File: src/rtl/sdr_frame_serializer.sv
// SDR transmit serializer: shifts a payload MSB-first onto SDA on SCL falling strobes,
// then optionally an ACK slot or an odd-parity T-bit, and reports completion/ACK status.
module sdr_frame_serializer #(
  parameter int unsigned DATA_W = 8
) (
  input  logic              i_sdr_ctrl_clk,
  input  logic              i_sdr_ctrl_rst,
  input  logic              i_ser_en,
  input  logic [DATA_W-1:0] i_ser_data,
  input  logic [1:0]        i_ser_mode,
  input  logic              i_scl_neg_edge,
  input  logic              i_scl_pos_edge,
  input  logic              i_sda,
  output logic              o_sda,
  output logic              o_ser_ready,
  output logic              o_ser_done,
  output logic              o_ack
);

  localparam int unsigned CNT_W = $clog2(DATA_W + 2);

  typedef enum logic [1:0] {
    S_IDLE,
    S_DATA,
    S_NINTH,
    S_DONE
  } state_t;

  state_t            state_q, state_d;
  logic [DATA_W-1:0] shreg_q, shreg_d;
  logic [DATA_W-1:0] data_q, data_d;
  logic [1:0]        mode_q, mode_d;
  logic [CNT_W-1:0]  bit_cnt_q, bit_cnt_d;
  logic              sda_q, sda_d;
  logic              ack_q, ack_d;

  always_ff @(posedge i_sdr_ctrl_clk) begin
    if (i_sdr_ctrl_rst) begin
      state_q   <= S_IDLE;
      shreg_q   <= '0;
      data_q    <= '0;
      mode_q    <= '0;
      bit_cnt_q <= '0;
      sda_q     <= 1'b1;
      ack_q     <= 1'b0;
    end else begin
      state_q   <= state_d;
      shreg_q   <= shreg_d;
      data_q    <= data_d;
      mode_q    <= mode_d;
      bit_cnt_q <= bit_cnt_d;
      sda_q     <= sda_d;
      ack_q     <= ack_d;
    end
  end

  always_comb begin
    state_d   = state_q;
    shreg_d   = shreg_q;
    data_d    = data_q;
    mode_d    = mode_q;
    bit_cnt_d = bit_cnt_q;
    sda_d     = sda_q;
    ack_d     = ack_q;
    unique case (state_q)
      S_IDLE: begin
        sda_d = 1'b1;
        if (i_ser_en) begin
          shreg_d   = i_ser_data;
          data_d    = i_ser_data;
          mode_d    = i_ser_mode;
          bit_cnt_d = '0;
          ack_d     = 1'b0;
          state_d   = S_DATA;
        end
      end
      S_DATA: begin
        if (i_scl_neg_edge) begin
          // The falling edge after the last payload bit ends that bit's SCL-high period.
          if (bit_cnt_q == CNT_W'(DATA_W)) begin
            unique case (mode_q)
              2'b00: begin
                sda_d   = 1'b1;
                state_d = S_NINTH;
              end
              2'b01: begin
                sda_d   = ~^data_q;
                state_d = S_NINTH;
              end
              default: begin
                sda_d   = 1'b1;
                state_d = S_DONE;
              end
            endcase
          end else begin
            sda_d     = shreg_q[DATA_W-1];
            shreg_d   = shreg_q << 1;
            bit_cnt_d = bit_cnt_q + 1'b1;
          end
        end
      end
      S_NINTH: begin
        if (i_scl_neg_edge) begin
          sda_d   = 1'b1;
          state_d = S_DONE;
        end else if (i_scl_pos_edge && (mode_q == 2'b00)) begin
          ack_d = ~i_sda;
        end
      end
      S_DONE: begin
        state_d = S_IDLE;
      end
      default: begin
        state_d = S_IDLE;
      end
    endcase
  end

  assign o_sda       = sda_q;
  assign o_ser_ready = (state_q == S_IDLE);
  assign o_ser_done  = (state_q == S_DONE);
  assign o_ack       = ack_q;

endmodule

File: config.mk
export PLATFORM = sky130hd
export DESIGN_NAME = sdr_frame_serializer
export DESIGN_NICKNAME = d
export VERILOG_FILES = /design/src/rtl/sdr_frame_serializer.sv
export SDC_FILE = /design/constraint.sdc
export NUM_CORES = 1
export LEC_CHECK = 0
export BUFFER_PORTS_ARGS = -buffer_cell sky130_fd_sc_hd__buf_2
export CAP_MARGIN = 20
export CELL_PAD_IN_SITES_DETAIL_PLACEMENT = 1
export CELL_PAD_IN_SITES_GLOBAL_PLACEMENT = 1
export CORE_ASPECT_RATIO = 0.5
export CORE_MARGIN = 2
export CORE_UTILIZATION = 44
export DETAILED_ROUTE_END_ITERATION = 8
export GPL_TIMING_DRIVEN = 0
export MAX_ROUTING_LAYER = met4
export PLACE_DENSITY = 0.82
export SYNTH_ARGS = -nofsm -noshare
export SYNTH_HDL_FRONTEND = slang
export SYNTH_SLANG_ARGS = --single-unit
File: constraint.sdc
create_clock -name i_sdr_ctrl_clk -period 3 [get_ports i_sdr_ctrl_clk]
set_input_delay 0.6 -clock i_sdr_ctrl_clk [delete_from_list [all_inputs] [get_ports i_sdr_ctrl_clk]]
set_output_delay 0.6 -clock i_sdr_ctrl_clk [all_outputs]
set_load 0.1 [all_outputs]
==> results of run 1 <==
==> report_power, final <==
group / switching (uW) / internal (uW) / total, uW / leakage (uW)
Sequential: 66.4 / 438 / 505 / 0.000213
Combinational: 506 / 282 / 788 / 0.000346
Clock: 117 / 179 / 296 / 0.0000357
Total: 690 / 899 / 1590 / 0.000595
==> placed cells by master, fill, tap and decap left out, types with 2 or more instances in the layout <==
cell / n
xor2_1: 2
nor2_1: 12
nand3_1: 2
buf_2: 19
mux2i_1: 9
dfxtp_1: 26
inv_1: 6
clkbuf_1: 5
a21oi_1: 15
nand2_1: 23
nand3b_1: 2
ha_1: 6
nor2b_1: 2
clkbuf_8: 3
xnor2_1: 6
or3_1: 2
a211oi_1: 9
o21ai_0: 4
==> cells by family (layout without fill, tap and decap cells) <==
family / Yosys count / after routing / synth area share, %
and+or+nand+nor: 53 / 53 / 21.2
DFF: 26 / 26 / 39.8
adders and majority gates: 6 / 6 / 5.74
AOI/OAI and AO/OA: 33 / 33 / 16.1
buffers and inverters: 13 / 35 / 4.11
xor gates and xnor gates: 8 / 8 / 5.35
muxes: 10 / 10 / 7.74
==> sequential cells by signal (all words and copies together) (netlist names) <==
signal and count:
data_q 8, shreg_q 8, bit_cnt_q 4, mode_q 2
state_q 2, o_ack 1, o_sda 1
==> layer usage <==
layer / GRT usage (%) / part of all wire, % / up-vias
met4: 4.07 / 0.41 / 0
met1: 25.7 / 48 / 557
met3: 6.03 / 4.3 / 2
met5: - / 0 / -
li1: - / - / 560
met2: 36.0 / 47 / 25
==> metrics by stage <==
stage	utilization, %	setup WS [ps]	std cells	hold slack (ps)
floorplan	-	732	149	448
global placement	53.2	1170	204	455
detailed placement	53.2	1150	204	463
CTS	55.8	848	208	478
global route	55.8	755	208	504
finish	55.8	863	208	473
==> final cells by class <==
cell class	instances	area, um2
fill	330	1200
multi-input combinational	110	734
sequential	26	520
timing repair buffer	18	90.1
tap	37	46.3
clock buffer	3	41.3
buffer	7	31.3
clock inverter	1	30.0
inverter	6	22.5
==> worst max-delay path, cell delays in order, from the launching register on <==
cell and delay, ps:
dfxtp_1 340, inv_1 120, ha_1 320, buf_2 480
==> path summary, 6_finish.rpt <==
path,cells past startpoint,slack (ps),end,startpoint
worst max register to register,6,1180,mode_q[0]$_SDFFE_PP0P_,state_q[0]$_SDFFE_PP0P_
worst max-delay path,3,860,o_ser_ready,state_q[0]$_SDFFE_PP0P_
worst min-delay path,2,470,data_q[6]$_SDFFE_PP0P_,data_q[6]$_SDFFE_PP0P_
worst min register to register,2,470,data_q[6]$_SDFFE_PP0P_,data_q[6]$_SDFFE_PP0P_
==> reports/qor.txt, run 1 <==
residual DRC count = 0
first-pass GRT wire length = 5.43 mm
wirelength, routed = 3.18 mm
Initial Util = 48.2%
initial DRC count = 48
via density per instance = 5.50
peak supply drop = 714 uV
run status = finished clean
detailed-route via count = 1144
most used standard cell by instance count after synthesis = dfxtp_1
fin crit share = 71.2%
die width = 81.1 um
Final HPWL DP = 2.41 mm
I/O Pins = 20
Inserted Clock Buffers = 3
Final ANT Viol Nets = 0
latest clock arrival within the worst-skew pair = 270 ps
H-tree Lvls = 1
synth cell count leaders = 26 x dfxtp_1, 23 x nand2_1, 15 x a21oi_1
area of the mapped netlist = 1310 um2
Core ar. = 2720 um2
Die Span Y = 42.6 um
initial antenna violation count = 0
YS warnings = 0
Avg Synthesized Cell Area = 8.78 um2
Unique masters post-synth = 34
ranking of synthesized cells by area = dfxtp_1 40%, mux2i_1 6.9%, nand2_1 6.6%, a21oi_1 5.7%, ha_1 5.7%
ant diodes = 0
worst slew pin tran = 574 ps
clock tree buffer depth = 2
Finished Cell Area = 1520 um2
#FFs+latches synth = 26
CP Max Fanout = 8
Max-slew headroom = 61.7%
Pwr per Cell Area = 1050 nW/um2
worst min-delay path class = reg -> reg
WL/cell = 15.3 um
Nets = 194
FFs w/ async S/R, synth = 0%
Post-synth top flop = dfxtp_1
# port buffers = 18
Power Total = 1590 uW
Die Area = 3450 um2
Seq/Total Area, Yosys = 39.8%
row count = 13
vias in the first global route = 1171
Pre-antenna DRT Iters = 4
syn_nets = 171
setup TNS = 0 ps
Max Cap Violations = 0
PostCTS Resize Cnt = 0
gr usage total = 21.3%
final hold violations = 0
CTS Hold Bufs = 0
top cell type's share of synthesized area = 39.8%
Congestion Overflow GR = 0
Max Slew Vio Count = 0
CP required = 2400 ps
layout cells sized above 1 = 18.1%
maximum operating frequency = 468 MHz
GP Congestion = 0.742
clock root cell = clkbuf_8
static leakage = 0.000595 uW
Post-synth EDFFs = 0
critical path class = reg -> out
clock-pin slew on the worst setup and hold paths = 100 ps
cell taking the most area after synthesis = dfxtp_1
clk_skew = 3.70 ps
TritonCTS clock tree = yes
Final Setup Violations = 0
Setup crit end kind = output port
CP arrival = 1540 ps
Setup crit start kind = flop
clock sinks = 26
Layout area overhead = 15.9%
unrepaired setup endpoints after global routing = false
post-CTS setup buffer count = 0
Cells after Synth = 149
DP Area = 1450 um2
pin count of the biggest net entering global routing = 16
Final min period = 2140 ps
Note: power is estimated with default switching activity, not from simulation.
==> run 2: changes to the inputs <==
- CORE_UTILIZATION: 44 -> 41
- PLACE_DENSITY: 0.82 -> 0.78
- clock period: 3 -> 2 ns (I/O delays scaled with it)
==> reports/qor.txt, run 2 (synthesized netlist as in run 1, its figures left out) <==
Top Registers = data_q (8), shreg_q (8), bit_cnt_q (4)
WL/cell = 15.0 um
static leakage = 0.000587 uW
worst hold path startpoint = i_ser_mode[1]
latest clock arrival within the worst-skew pair = 280 ps
Max Cap Violations = 0
top layer in use = met4
clock tree buffer depth = 2
gr usage total = 19.9%
Congestion Overflow GR = 0
CP arrival = 1500 ps
CP required = 1600 ps
Pre-antenna DRT Iters = 4
CP max-delay cell = buf_2
Initial Util = 43.2%
Core ar. = 3030 um2
H-tree Lvls = 1
row count = 14
Final HPWL DP = 2.41 mm
Power Total = 2280 uW
die width = 83.9 um
Setup crit start kind = flop
clk_skew = 9.01 ps
critical path class = reg -> out
residual DRC count = 0
Met2 Wirelength = 1.47 mm
GP Congestion = 0.765
vias in the first global route = 1164
ordered list of cells on the worst path = inv_1 -> ha_2 -> buf_2
Placed Instances = 207
Max Slew Vio Count = 0
most frequent cells in the layout = 26 x dfxtp_1, 23 x nand2_1, 19 x buf_2
Die Area = 3690 um2
Die Span Y = 44.0 um
WL met1 = 1.53 mm
TritonCTS clock tree = yes
hold path depth = 3
pin count of the biggest net entering global routing = 15
Setup crit end kind = output port
ant diodes = 0
FF-to-FF setup slack = 180 ps
Final ANT Viol Nets = 0
layout cells sized above 1 = 19.3%
peak supply drop = 962 uV
max incr delay on CP = 450 ps
setup TNS = 0 ps
worst min-delay path class = in -> reg
# port buffers = 18
Nets = 194
worst slew pin tran = 514 ps
Final min period = 1900 ps
Final Setup Violations = 0
clock-pin slew on the worst setup and hold paths = 100 ps
Inserted Clock Buffers = 3
Max-slew headroom = 65.7%
CP Max Fanout = 8
fin crit share = 94.9%
maximum operating frequency = 527 MHz
FF-to-FF Start = state_q[1]$_SDFFE_PP0P_
Layout area overhead = 15.6%
clock root cell = clkbuf_8
Hold Path End = mode_q[1]$_SDFFE_PP0P_
Pwr per Cell Area = 1510 nW/um2
via density per instance = 5.32
initial DRC count = 26
detailed-route via count = 1123
most common cell after layout, fill and taps aside = dfxtp_1
clock sinks = 26
initial antenna violation count = 0
I/O Pins = 20
final cell count without fillers = 211
Hold WS = 349 ps
wirelength, routed = 3.17 mm
unrepaired setup endpoints after global routing = false
cell count of the worst reg-to-reg path = 6
RR Endpoint = o_sda$_SDFFE_PP1P_
CTS Hold Bufs = 0
final hold violations = 0
run status = finished clean
routed wl met3 = 111 um
first-pass GRT wire length = 5.43 mm
==> run 2: cell count changes in the layout (fill, tap and decap cells not counted), sizes merged <==
cell	before	now
bufinv	1	0
clkbuf	8	9
==> run 2: metrics by stage <==
step | area, um2 | setup slack [ps] | util, %
6_report | 1510 | 101 | 49.9
5_1_grt | 1510 | 33.0 | 49.9
4_1_cts | 1510 | 89.8 | 49.7
3_5_place_dp | 1450 | 159 | 47.9
3_3_place_gp | 1450 | 226 | 47.9
2_1_floorplan | 1310 | 97.7 | -
==> run 2: power by group <==
| group | internal (uW) | leakage, uW | total [uW] | switching, uW |
|---|---|---|---|---|
| clock network | 177 | 0.0000288 | 359 | 182 |
| logic | 428 | 0.000345 | 1170 | 741 |
| registers | 657 | 0.000213 | 752 | 94.4 |
==> run 2: final cells by class <==
type / count / area, um2
well taps: 40 / 50.0
fillers: 379 / 1520
inverters: 6 / 22.5
flip-flops and latches: 26 / 520
plain buffers: 7 / 31.3
clock buffers: 4 / 55.1
multi-input cells: 110 / 743
repair buffers: 18 / 90.1
==> run 2: worst max-delay path, delay by kind of cell (launching register included) <==
kind	cells	cell delay [ps]
buf+inv	2	580
flops	1	340
fa+ha+maj	1	290
==> run 2: worst max-delay path by stage <==
stage,start,endpoint,slack (ps),cells after the start
after floorplan,state_q[0]$_SDFFE_PP0P_,shreg_q[1]$_SDFFE_PP0P_,100,7
after global placement,state_q[1]$_SDFFE_PP0P_,o_sda$_SDFFE_PP1P_,230,6
after detailed placement,state_q[1]$_SDFFE_PP0P_,o_sda$_SDFFE_PP1P_,160,6
after CTS,state_q[0]$_SDFFE_PP0P_,o_ser_ready,90,3
after global routing,state_q[0]$_SDFFE_PP0P_,o_ser_ready,30,3
final,state_q[0]$_SDFFE_PP0P_,o_ser_ready,100,3
==> run 2: repair_timing <==
item | CTS | global route
setup endpoints to repair | 0 | 1
setup buffers | 0 | 0
resized for setup | 0 | 1
hold endpoints to repair | 0 | 0
==> run 2: routing by layer <==
layer / vias up / global-route usage [%]
li1: 561 / -
met1: 536 / 24.7
met2: 19 / 32.2
met3: 7 / 4.76
met4: 0 / 7.74
met5: - / -
==> run 3: changes to the inputs <==
- clock period: 2 -> 2.1 ns (I/O delays scaled with it)
==> reports/qor.txt, run 3 (synthesized netlist as in run 1, its figures left out) <==
wirelength, routed = 3.16 mm
PostCTS Resize Cnt = 0
pin count of the biggest net entering global routing = 15
peak supply drop = 917 uV
via density per instance = 5.30
die width = 83.9 um
Max-slew headroom = 67.0%
CP Max Fanout = 8
final cell count without fillers = 211
CP arrival = 1490 ps
Die Area = 3690 um2
Final Setup Violations = 0
static leakage = 0.000587 uW
ant diodes = 0
layout cells sized above 1 = 18.7%
Initial Util = 43.2%
initial DRC count = 24
area occupied by multi-input gates = 737 um2
DP Area = 1450 um2
max incr delay on CP = 450 ps
first-pass GRT wire length = 5.43 mm
clock sinks = 26
gr usage total = 19.9%
# port buffers = 18
Max Cap Violations = 0
Inserted Clock Buffers = 3
clk_skew = 7.73 ps
CP required = 1680 ps
initial antenna violation count = 0
Final ANT Viol Nets = 0
detailed-route via count = 1118
setup slack at placement = 259 ps
Max Slew Vio Count = 0
vias in the first global route = 1164
I/O Pins = 20
Final HPWL DP = 2.41 mm
unrepaired setup endpoints after global routing = false
TritonCTS clock tree = yes
worst min-delay path class = in -> reg
final worst slack = 188 ps
clock root cell = clkbuf_8
post-CTS setup buffer count = 0
worst slew pin tran = 494 ps
Pwr per Cell Area = 1440 nW/um2
Die Span Y = 44.0 um
H-tree Lvls = 1
hold path depth = 3
Core ar. = 3030 um2
latest clock arrival within the worst-skew pair = 280 ps
Setup crit start kind = flop
Pre-antenna DRT Iters = 4
Nets = 194
CP max-delay cell = buf_2
row count = 14
Layout area overhead = 15.1%
Placed Instances = 207
CTS Hold Bufs = 0
residual DRC count = 0
WL/cell = 15.0 um
maximum operating frequency = 523 MHz
run status = finished clean
clock-pin slew on the worst setup and hold paths = 100 ps
Top Registers = data_q (8), shreg_q (8), bit_cnt_q (4)
Congestion Overflow GR = 0
setup TNS = 0 ps
cell count of the worst reg-to-reg path = 6
Finished Cell Area = 1510 um2
Final min period = 1910 ps
clock tree buffer depth = 2
sequential cell area = 520 um2
fin crit share = 91.0%
critical path class = reg -> out
most common cell after layout, fill and taps aside = dfxtp_1
Setup crit end kind = output port
ordered list of cells on the worst path = inv_1 -> ha_2 -> buf_2
most frequent cells in the layout = 26 x dfxtp_1, 23 x nand2_1, 19 x buf_2
GP Congestion = 0.765
fill count = 378
final hold violations = 0
## run 3: cell counts in the layout (fill, tap and decap cells not counted)
Identical to the previous run, type by type.
## run 3: path summary, 6_finish.rpt
check,from,end,slack [ps]
worst max-delay path,state_q[0]$_SDFFE_PP0P_,o_ser_ready,190
worst min-delay path,i_ser_mode[1],mode_q[1]$_SDFFE_PP0P_,370
worst max register to register,state_q[1]$_SDFFE_PP0P_,o_sda$_SDFFE_PP1P_,250
worst min register to register,data_q[3]$_SDFFE_PP0P_,data_q[3]$_SDFFE_PP0P_,470
## run 3: per-layer routing
metal / vias up / wire length [um] / GRT usage (%)
li1: 561 / - / -
met1: 527 / 1530 / 24.7
met2: 23 / 1450 / 32.2
met3: 7 / 119 / 4.76
met4: 0 / 61 / 7.74
met5: - / 0 / -
## run 3: area by class of cell
class                           count  area share [%]
Tap cell                           40            3.32
Timing Repair Buffer               18            5.98
Clock buffer                        4            3.65
Inverter                            6            1.50
Buffer                              7            2.08
Sequential cell                    26            34.6
Multi-Input combinational cell    110            48.9
## run 3: stage by stage
stage,util (%),hold WS (ps),total power (uW)
4_1_cts,49.7,363,2190
6_report,49.7,369,2160
3_5_place_dp,47.9,463,1850
3_3_place_gp,47.9,455,1800
5_1_grt,49.7,373,2340
2_1_floorplan,-,448,1620
## run 3: power breakdown
part	internal [uW]	total [uW]	switching, uW	leakage, uW
clock	168	337	169	0.0000288
sequential	626	716	89.8	0.000213
combinational	407	1110	704	0.000345
total	1200	2160	963	0.000587
## run 3: critical path, delay by kind of cell (launching register included)
kind / cells / cell delay [ps]
flip-flops: 1 / 340
adder cells (fa/ha/maj): 1 / 290
buffers and inverters: 2 / 580
